<file path="config.mk">
export PLATFORM = sky130hd
export DESIGN_NAME = serial_cmd_accumulator
export DESIGN_NICKNAME = d
export VERILOG_FILES = /design/src/rtl/serial_cmd_accumulator.sv
export SDC_FILE = /design/constraint.sdc
export NUM_CORES = 1
export LEC_CHECK = 0
export ABC_CLOCK_PERIOD_IN_PS = 2700
export CAP_MARGIN = 20
export CORE_AREA = 2 2 101 103
export CTS_CLUSTER_DIAMETER = 150
export DETAILED_ROUTE_END_ITERATION = 12
export DIE_AREA = 0 0 103 105
export HOLD_SLACK_MARGIN = 0.05
export PLACE_DENSITY = 0.74
export SLEW_MARGIN = 10
export SYNTH_ARGS = -nofsm -noshare
export SYNTH_HDL_FRONTEND = slang
export SYNTH_SLANG_ARGS = --single-unit
export TNS_END_PERCENT = 10
</file>
<file path="constraint.sdc">
create_clock -name clk -period 2.7 [get_ports clk]
set_clock_uncertainty 0.2 [all_clocks]
set_input_delay 0.54 -clock clk [delete_from_list [all_inputs] [get_ports clk]]
set_output_delay 0.54 -clock clk [all_outputs]
set_load 0.02 [all_outputs]
</file>
<file path="src/rtl/serial_cmd_accumulator.sv">
`default_nettype none
// ============================================================================
// Module      : serial_cmd_accumulator
// Description : UART-side command engine. It receives a command byte. For
//               CMD_ADD it then takes DATA_BYTES operand bytes, MSB first,
//               sign-extends the operand and adds it into an ACC_BYTES-wide
//               accumulator. CMD_CLR clears the accumulator instead. Either
//               command sends the accumulator back over tx, MSB first.
//               ledout mirrors acc[7:0].
// Ports       : clk, rst         - clock, synchronous active-high reset
//               i_rx_data        - received byte, qualified by i_new_rx_data
//               i_new_rx_data    - one-cycle strobe per received byte
//               o_tx_data        - byte to transmit, qualified by o_new_tx_data
//               o_new_tx_data    - one-cycle transmit strobe
//               i_tx_busy        - UART transmitter busy
//               o_ledout         - accumulator LSB
//               o_busy           - high whenever the FSM is not idle
//               o_err            - one-cycle pulse on a protocol error
// Options     : SERIAL_CMD_TIMEOUT_EN - when defined, RECV aborts after
//               TIMEOUT_CYCLES cycles without a received byte
// Revision    : 1.0 - initial release
// ============================================================================
module serial_cmd_accumulator #(
    parameter int         DATA_BYTES     = 4,
    parameter int         ACC_BYTES      = 4,
    parameter logic [7:0] CMD_ADD        = 8'h68,
    parameter logic [7:0] CMD_CLR        = 8'h63,
    parameter int         TIMEOUT_CYCLES = 1000
) (
    input  logic       clk,
    input  logic       rst,
    input  logic [7:0] i_rx_data,
    input  logic       i_new_rx_data,
    output logic [7:0] o_tx_data,
    output logic       o_new_tx_data,
    input  logic       i_tx_busy,
    output logic [7:0] o_ledout,
    output logic       o_busy,
    output logic       o_err
);

    localparam int         c_OPW      = 8 * DATA_BYTES;
    localparam int         c_ACCW     = 8 * ACC_BYTES;
    localparam logic [3:0] c_LAST_CNT = 4'(DATA_BYTES - 1);
    localparam logic [2:0] c_TOP_IDX  = 3'(ACC_BYTES - 1);

    // Elaboration-time parameter sanity checks
    if (DATA_BYTES < 1 || DATA_BYTES > 8) begin : g_bad_data_bytes
        $error("DATA_BYTES must be in 1..8");
    end
    if (ACC_BYTES < DATA_BYTES || ACC_BYTES > 8) begin : g_bad_acc_bytes
        $error("ACC_BYTES must be in DATA_BYTES..8");
    end
    if (TIMEOUT_CYCLES < 1) begin : g_bad_timeout
        $error("TIMEOUT_CYCLES must be at least 1");
    end

    typedef enum logic [2:0] {
        S_IDLE = 3'd0,
        S_RECV = 3'd1,
        S_EXEC = 3'd2,
        S_SEND = 3'd3,
        S_GAP  = 3'd4
    } state_t;

    state_t              r_state;
    logic [c_ACCW-1:0]   r_acc;
    logic [c_OPW-1:0]    r_operand;
    logic [3:0]          r_count;
    logic [2:0]          r_idx;
    logic [7:0]          r_tx_data;
    logic                r_new_tx;
    logic                r_err;

`ifdef SERIAL_CMD_TIMEOUT_EN
    localparam int              c_TMO_W    = $clog2(TIMEOUT_CYCLES + 1);
    localparam logic [c_TMO_W-1:0] c_TMO_LAST = c_TMO_W'(TIMEOUT_CYCLES - 1);
    logic [c_TMO_W-1:0] r_tmo;
`endif

    logic [c_OPW-1:0]  w_opnd_shift;
    logic [c_ACCW-1:0] w_opnd_ext;
    logic [7:0]        w_tx_byte;

    // Shift works for every DATA_BYTES, including the single-byte case
    assign w_opnd_shift = (r_operand << 8) | c_OPW'(i_rx_data);
    assign w_opnd_ext   = c_ACCW'($signed(r_operand));

    // Byte select with constant part-select bounds
    always_comb begin
        w_tx_byte = 8'h00;
        for (int b = 0; b < ACC_BYTES; b++) begin
            if (r_idx == 3'(b)) begin
                w_tx_byte = r_acc[8*b +: 8];
            end
        end
    end

    always_ff @(posedge clk) begin
        if (rst) begin
            r_state   <= S_IDLE;
            r_acc     <= '0;
            r_operand <= '0;
            r_count   <= 4'd0;
            r_idx     <= 3'd0;
            r_tx_data <= 8'h00;
            r_new_tx  <= 1'b0;
            r_err     <= 1'b0;
`ifdef SERIAL_CMD_TIMEOUT_EN
            r_tmo     <= '0;
`endif
        end else begin
            r_new_tx <= 1'b0;
            r_err    <= 1'b0;
            case (r_state)
                S_IDLE: begin
                    if (i_new_rx_data) begin
                        if (i_rx_data == CMD_ADD) begin
                            r_count   <= 4'd0;
                            r_operand <= '0;
                            r_state   <= S_RECV;
                        end else if (i_rx_data == CMD_CLR) begin
                            r_acc   <= '0;
                            r_idx   <= c_TOP_IDX;
                            r_state <= S_SEND;
                        end else begin
                            r_err <= 1'b1;
                        end
                    end
                end
                S_RECV: begin
                    // Every byte here is operand data, even command values
                    if (i_new_rx_data) begin
                        r_operand <= w_opnd_shift;
                        r_count   <= r_count + 4'd1;
`ifdef SERIAL_CMD_TIMEOUT_EN
                        r_tmo     <= '0;
`endif
                        if (r_count == c_LAST_CNT) begin
                            r_state <= S_EXEC;
                        end
                    end
`ifdef SERIAL_CMD_TIMEOUT_EN
                    else if (r_tmo == c_TMO_LAST) begin
                        r_tmo     <= '0;
                        r_operand <= '0;
                        r_count   <= 4'd0;
                        r_err     <= 1'b1;
                        r_state   <= S_IDLE;
                    end else begin
                        r_tmo <= r_tmo + 1'b1;
                    end
`endif
                end
                S_EXEC: begin
                    if (i_new_rx_data) begin
                        r_err <= 1'b1;
                    end
                    r_acc   <= r_acc + w_opnd_ext;
                    r_idx   <= c_TOP_IDX;
                    r_state <= S_SEND;
                end
                S_SEND: begin
                    if (i_new_rx_data) begin
                        r_err <= 1'b1;
                    end
                    // While stalled, r_tx_data keeps the last byte sent
                    if (!i_tx_busy) begin
                        r_new_tx  <= 1'b1;
                        r_tx_data <= w_tx_byte;
                        if (r_idx == 3'd0) begin
                            r_state <= S_IDLE;
                        end else begin
                            r_idx   <= r_idx - 3'd1;
                            r_state <= S_GAP;
                        end
                    end
                end
                S_GAP: begin
                    // Dead cycle gives the UART time to raise tx_busy
                    if (i_new_rx_data) begin
                        r_err <= 1'b1;
                    end
                    r_state <= S_SEND;
                end
                default: begin
                    r_state <= S_IDLE;
                end
            endcase
        end
    end

    assign o_tx_data     = r_tx_data;
    assign o_new_tx_data = r_new_tx;
    assign o_err         = r_err;
    assign o_ledout      = r_acc[7:0];
    assign o_busy        = (r_state != S_IDLE);

endmodule
`default_nettype wire

</file>
# == Yosys cells after proc, flatten, opt, wreduce, memory -nomap -nowiden ==
# Cells that the tools add are included.
# W data, S select, Z words.
# totals
ff_bits,84
in_bits,12
wordCells,82
# classes
n_addsub,3
n_eq_ne,19
mux,35
bitwise_logic,3
n_reduce_logical,14
# op_table
operator,n
$mux W32,6
$pmux W32 S2,2
$mux W3,11
$add A32 B32 Y32,1
$mux W8,4
$or A32 B8 Y32,1
$eq A8 B7 Y1 const B,2
$ne A2 B2 Y1 const B,8
$eq A3 B2 Y1 const B,4
$mux W4,3
$pmux W3 S4,1
$pmux W3 S3,1
$pmux W4 S2,1
$reduce_and A4 Y1,2
$eq A3 B1 Y1 const B,2
$logic_not A3 Y1,2
$reduce_and A6 Y1,1
$reduce_bool A3 Y1,2
$mux W1,5
$reduce_and A5 Y1,1
$add A4 B1 Y4 const B,1
$eq A4 B2 Y1 const B,1
$reduce_bool A2 Y1,2
$reduce_or A2 Y1,2
7 further kinds,8

# == Depth between registers and ports, before layout ==
# logic_depth
depth_word,5
depth_mapped,11
depth_no_buf,11

# == Least setup slack after synthesis ==
# OpenSTA, ideal clock, no wires.
# synth_timing
path_kind,reg-to-reg
start,register r_acc[0]
end,register r_acc[30]
setup_ns,0.117
arrival_ns,2.567
required_time_ns,2.383
slack_ns,-0.184
stages_incl_launch_ff,12
n_path_buf,0
period_less_slack_ns,2.884
path_cell_list,dfxtp_1 -> ha_1 -> inv_1 -> fa_1 -> nand2b_1 -> a21oi_2 -> o211ai_2 -> o311a_4 -> o21a_4 -> nor4_4 -> o31ai_1 -> a32o_1
# synth_between
elab_chain_len,2
# synth_lines
element,line_no,text
"start, declared",67,logic [c_ACCW-1:0] r_acc;
"start signal, assigned",159,r_acc <= r_acc + w_opnd_ext;
$add A32 B32 Y32,159,
$pmux W32 S2,115,case (r_state)
# Every way passes these cells.
# A chain may end at the register's enable or synchronous reset.

# == Worst setup path in the final report ==
# layout_timing
start,register r_acc[23]
end,register r_acc[30]
# The elaborated chain is that of the path after synthesis.

==> metrics.txt <==
Num CTS Buffers 9; Clk network pwr share 0.268; LEAKAGE 2.540 nW; Gate power share 0.336; Synth area leaders dfxtp_1, ha_1, a22oi_1; sw power 1.326 mW; I/O Pins 31; CP required 2.76 ns; Die Y 105 µm; cell taking the most area after synthesis dfxtp_1; post-route ant nets 0; Switching Share 0.3691; Ys Warns 0; CTS Hold Buffers Added 0; Final Setup Violations 0; pin slew with the least headroom to its limit 0.5853 ns; CTS tree built; asr flop ratio synth 0; largest net degree at the start of global routing 38; # nets final 730; area of the multi-input gates 0.003272 mm²; max-slew violation count 0; critical path data arrival time 2.74 ns; DR WL met3 891 µm; placed inst area 0.005863 mm²; Int Pwr 2.266 mW; Worst setup SP type flip-flop; status finished clean; Non-Filler Instances 818; Post-Syn Instances 621; Max Cap Viol 0; post-route DRC violation count 0; die area 0.01082 mm²; pwr/cell area 583.6 mW/mm²; DR top layer met4; via count 4799; register area 0.001687 mm²; Max clock buf depth 2; post-synthesis average cell area 8.186 µm²; floorplan row count 36; gr usage total 0.2593; Hold Path Class flip-flop to flip-flop; Vias/cell 5.867; top_reg_cell synth dfxtp_1; Placed Cells incl. Taps 801; Synth Cell Area 0.005084 mm²; #FFs+latches synth 84; RSZ-0062 raised after global routing yes; Antenna Diode Count 0; M1 WL 6245 µm; core area 0.009639 mm²; Place WS -0.05372 ns; Clock Latency Late Sink 0.36 ns; GRT overflow 0; final worst setup slack 0.01561 ns; Post-Route Setup TNS 0 ns; Final Cycle Share 0.9942; Syn-to-layout area delta 21.07%; CP Class flip-flop to flip-flop; WL/cell 16.73 µm; Final Hold Viols 0; first-pass GRT wire length 22160 µm; Worst Path Max Fanout 2; Synthesized Nets 671; Seq/Total Area, Yosys 0.3308; DP HPWL 10350 µm; input/output buffers 30; first-iteration detailed-routing DRC count 369; CP Capture Type flip-flop; H-tree depth 3; root buffer cell clkbuf_8; fillers 879; Sink Count 84; vias in the first global route 4489; DR WL met2 6273 µm; initial core utilization 0.5274; top-area cell type share of the netlist area 0.3308; TritonRoute pass-1 iters 5; GP Congestion 0.8909; Max Clock Freq 372.5 MHz; final worst path period need 2.684 ns; layout cells sized above 1 0.1606; Post-synth EDFFs 0; clk slew on worst S/H paths 0.09 ns; relative slew slack 0.6098; final instance area 0.006155 mm²; chip width 103 µm; Seq pwr share 0.396; number of antenna violations at the first check in global routing 0; drt total wl 13690 µm; IR Drop Worst-Case VDD 286.5 µV; Synth cell types 61; hold slack final 0.2868 ns
-- path summary, 6_finish.rpt --
kind | start | end | depth (start not counted) | slack, ns
setup / recovery | r_acc[23]$_SDFFE_PP0P_ | r_acc[30]$_SDFFE_PP0P_ | 9 | 0.02
hold / removal | r_acc[28]$_SDFFE_PP0P_ | r_acc[28]$_SDFFE_PP0P_ | 2 | 0.29
setup reg to reg | r_acc[23]$_SDFFE_PP0P_ | r_acc[30]$_SDFFE_PP0P_ | 9 | 0.02
hold reg to reg | r_acc[28]$_SDFFE_PP0P_ | r_acc[28]$_SDFFE_PP0P_ | 2 | 0.29
-- worst max-delay path, cell delays in order (launching register included) --
cell	delay (ns)
dfxtp_2	0.34
ha_1	0.30
a21o_1	0.19
a21o_1	0.18
a21o_1	0.17
a211o_1	0.31
a21oi_2	0.12
nor2_1	0.05
or4_1	0.47
a32o_1	0.25
-- synthesized netlist by cell type (2+ instances only) --
library cell   n
o21a_1         2
o21ai_0       27
a21oi_2        2
or3_1          3
and2_1         3
buf_2          2
a211oi_1      17
nor2b_1        7
nand3b_1       2
and3_1         2
dfxtp_1       84
a32o_1         3
inv_1         14
a21boi_0       2
a311o_1        2
nor3b_1        5
a311oi_1       2
nor2_1        92
nand2_1       39
xnor2_1       16
nand4_1        5
o211ai_1       7
buf_4          8
and4_1         2
clkbuf_1      30
a32oi_1        4
a22oi_1       52
a31oi_1        2
ha_1          37
o31ai_1        2
nor4b_2        2
nand2b_1      12
nor3_1         9
a21oi_1       50
mux2i_1        3
xor2_1        10
a21o_1        19
o21bai_1       6
o21ai_1        2
nand3_1       12
-- layer usage --
| metal | vias up | global-route usage |
|---|---|---|
| li1 | 2375 | - |
| met1 | 2258 | 0.3647 |
| met2 | 144 | 0.3994 |
| met3 | 22 | 0.04950 |
| met4 | 0 | 0.07895 |
| met5 | - | 0 |
-- through the flow --
step                  util  power [mW]
CTS                 0.6325       3.582
global placement    0.6083       2.597
global route        0.6385       3.780
floorplan                -       2.176
finish              0.6385       3.592
detailed placement  0.6083       2.630
-- power by group through the flow --
stage / combinational (mW) / sequential (mW) / clock [mW]
2_1_floorplan: 0.734 / 1.44 / 0
3_3_place_gp: 1.15 / 1.44 / 0
3_5_place_dp: 1.18 / 1.45 / 0
4_1_cts: 1.19 / 1.42 / 0.975
5_1_grt: 1.32 / 1.44 / 1.02
6_report: 1.21 / 1.42 / 0.961
-- sequential cells by signal (all words and copies together) (netlist names) --
signal,count
r_count,4
r_operand,32
r_idx,3
o_tx_data,8
o_err,1
o_new_tx_data,1
r_state,3
r_acc,32
-- cells in the final DEF, fill, tap and decap left out, types with 5 or more instances in the layout --
| cell | n |
|---|---|
| nor2_1 | 90 |
| dfxtp_1 | 80 |
| buf_4 | 57 |
| a22oi_1 | 52 |
| a21oi_1 | 47 |
| nand2_1 | 39 |
| ha_1 | 33 |
| clkdlybuf4s50_1 | 29 |
| o21ai_0 | 24 |
| a21o_1 | 19 |
| a211oi_1 | 16 |
| xnor2_1 | 16 |
| inv_1 | 13 |
| nand3_1 | 12 |
| nand2b_1 | 11 |
| xor2_1 | 10 |
| clkbuf_8 | 10 |
| nor3_1 | 8 |
| nor2b_1 | 7 |
| o211ai_1 | 7 |
| o21ai_1 | 5 |
| nor3b_1 | 5 |
| nand4_1 | 5 |
| o21bai_1 | 5 |
-- cells by family (layout without fill, tap and decap cells) --
logic type	after synthesis	after routing	synth area share
AO/OA/AOI/OAI	212	212	0.2860
flip-flops	84	84	0.3308
XOR/XNOR	26	26	0.04479
AND/OR/NAND/NOR	202	202	0.1898
adder cells (fa/ha/maj)	38	38	0.09500
buffers and inverters	56	120	0.04775
multiplexers	3	3	0.005907
-- area by class of cell --
| cell class | instances | share of cell area |
|---|---|---|
| timing repair buffer | 89 | 0.1240 |
| clock buffer | 10 | 0.02236 |
| sequential | 84 | 0.2740 |
| tap | 133 | 0.02704 |
| clock inverter | 6 | 0.01179 |
| inverter | 15 | 0.009148 |
| multi-input combinational | 481 | 0.5316 |
-- timing repair --
| action | CTS | global route |
|---|---|---|
| setup buffers | 1 | 0 |
| endpoints found under the setup margin | 5 | 12 |
| pin swaps | 6 | 5 |
| gates resized for setup | 3 | 18 |
Power figures use the tool's default switching activity.
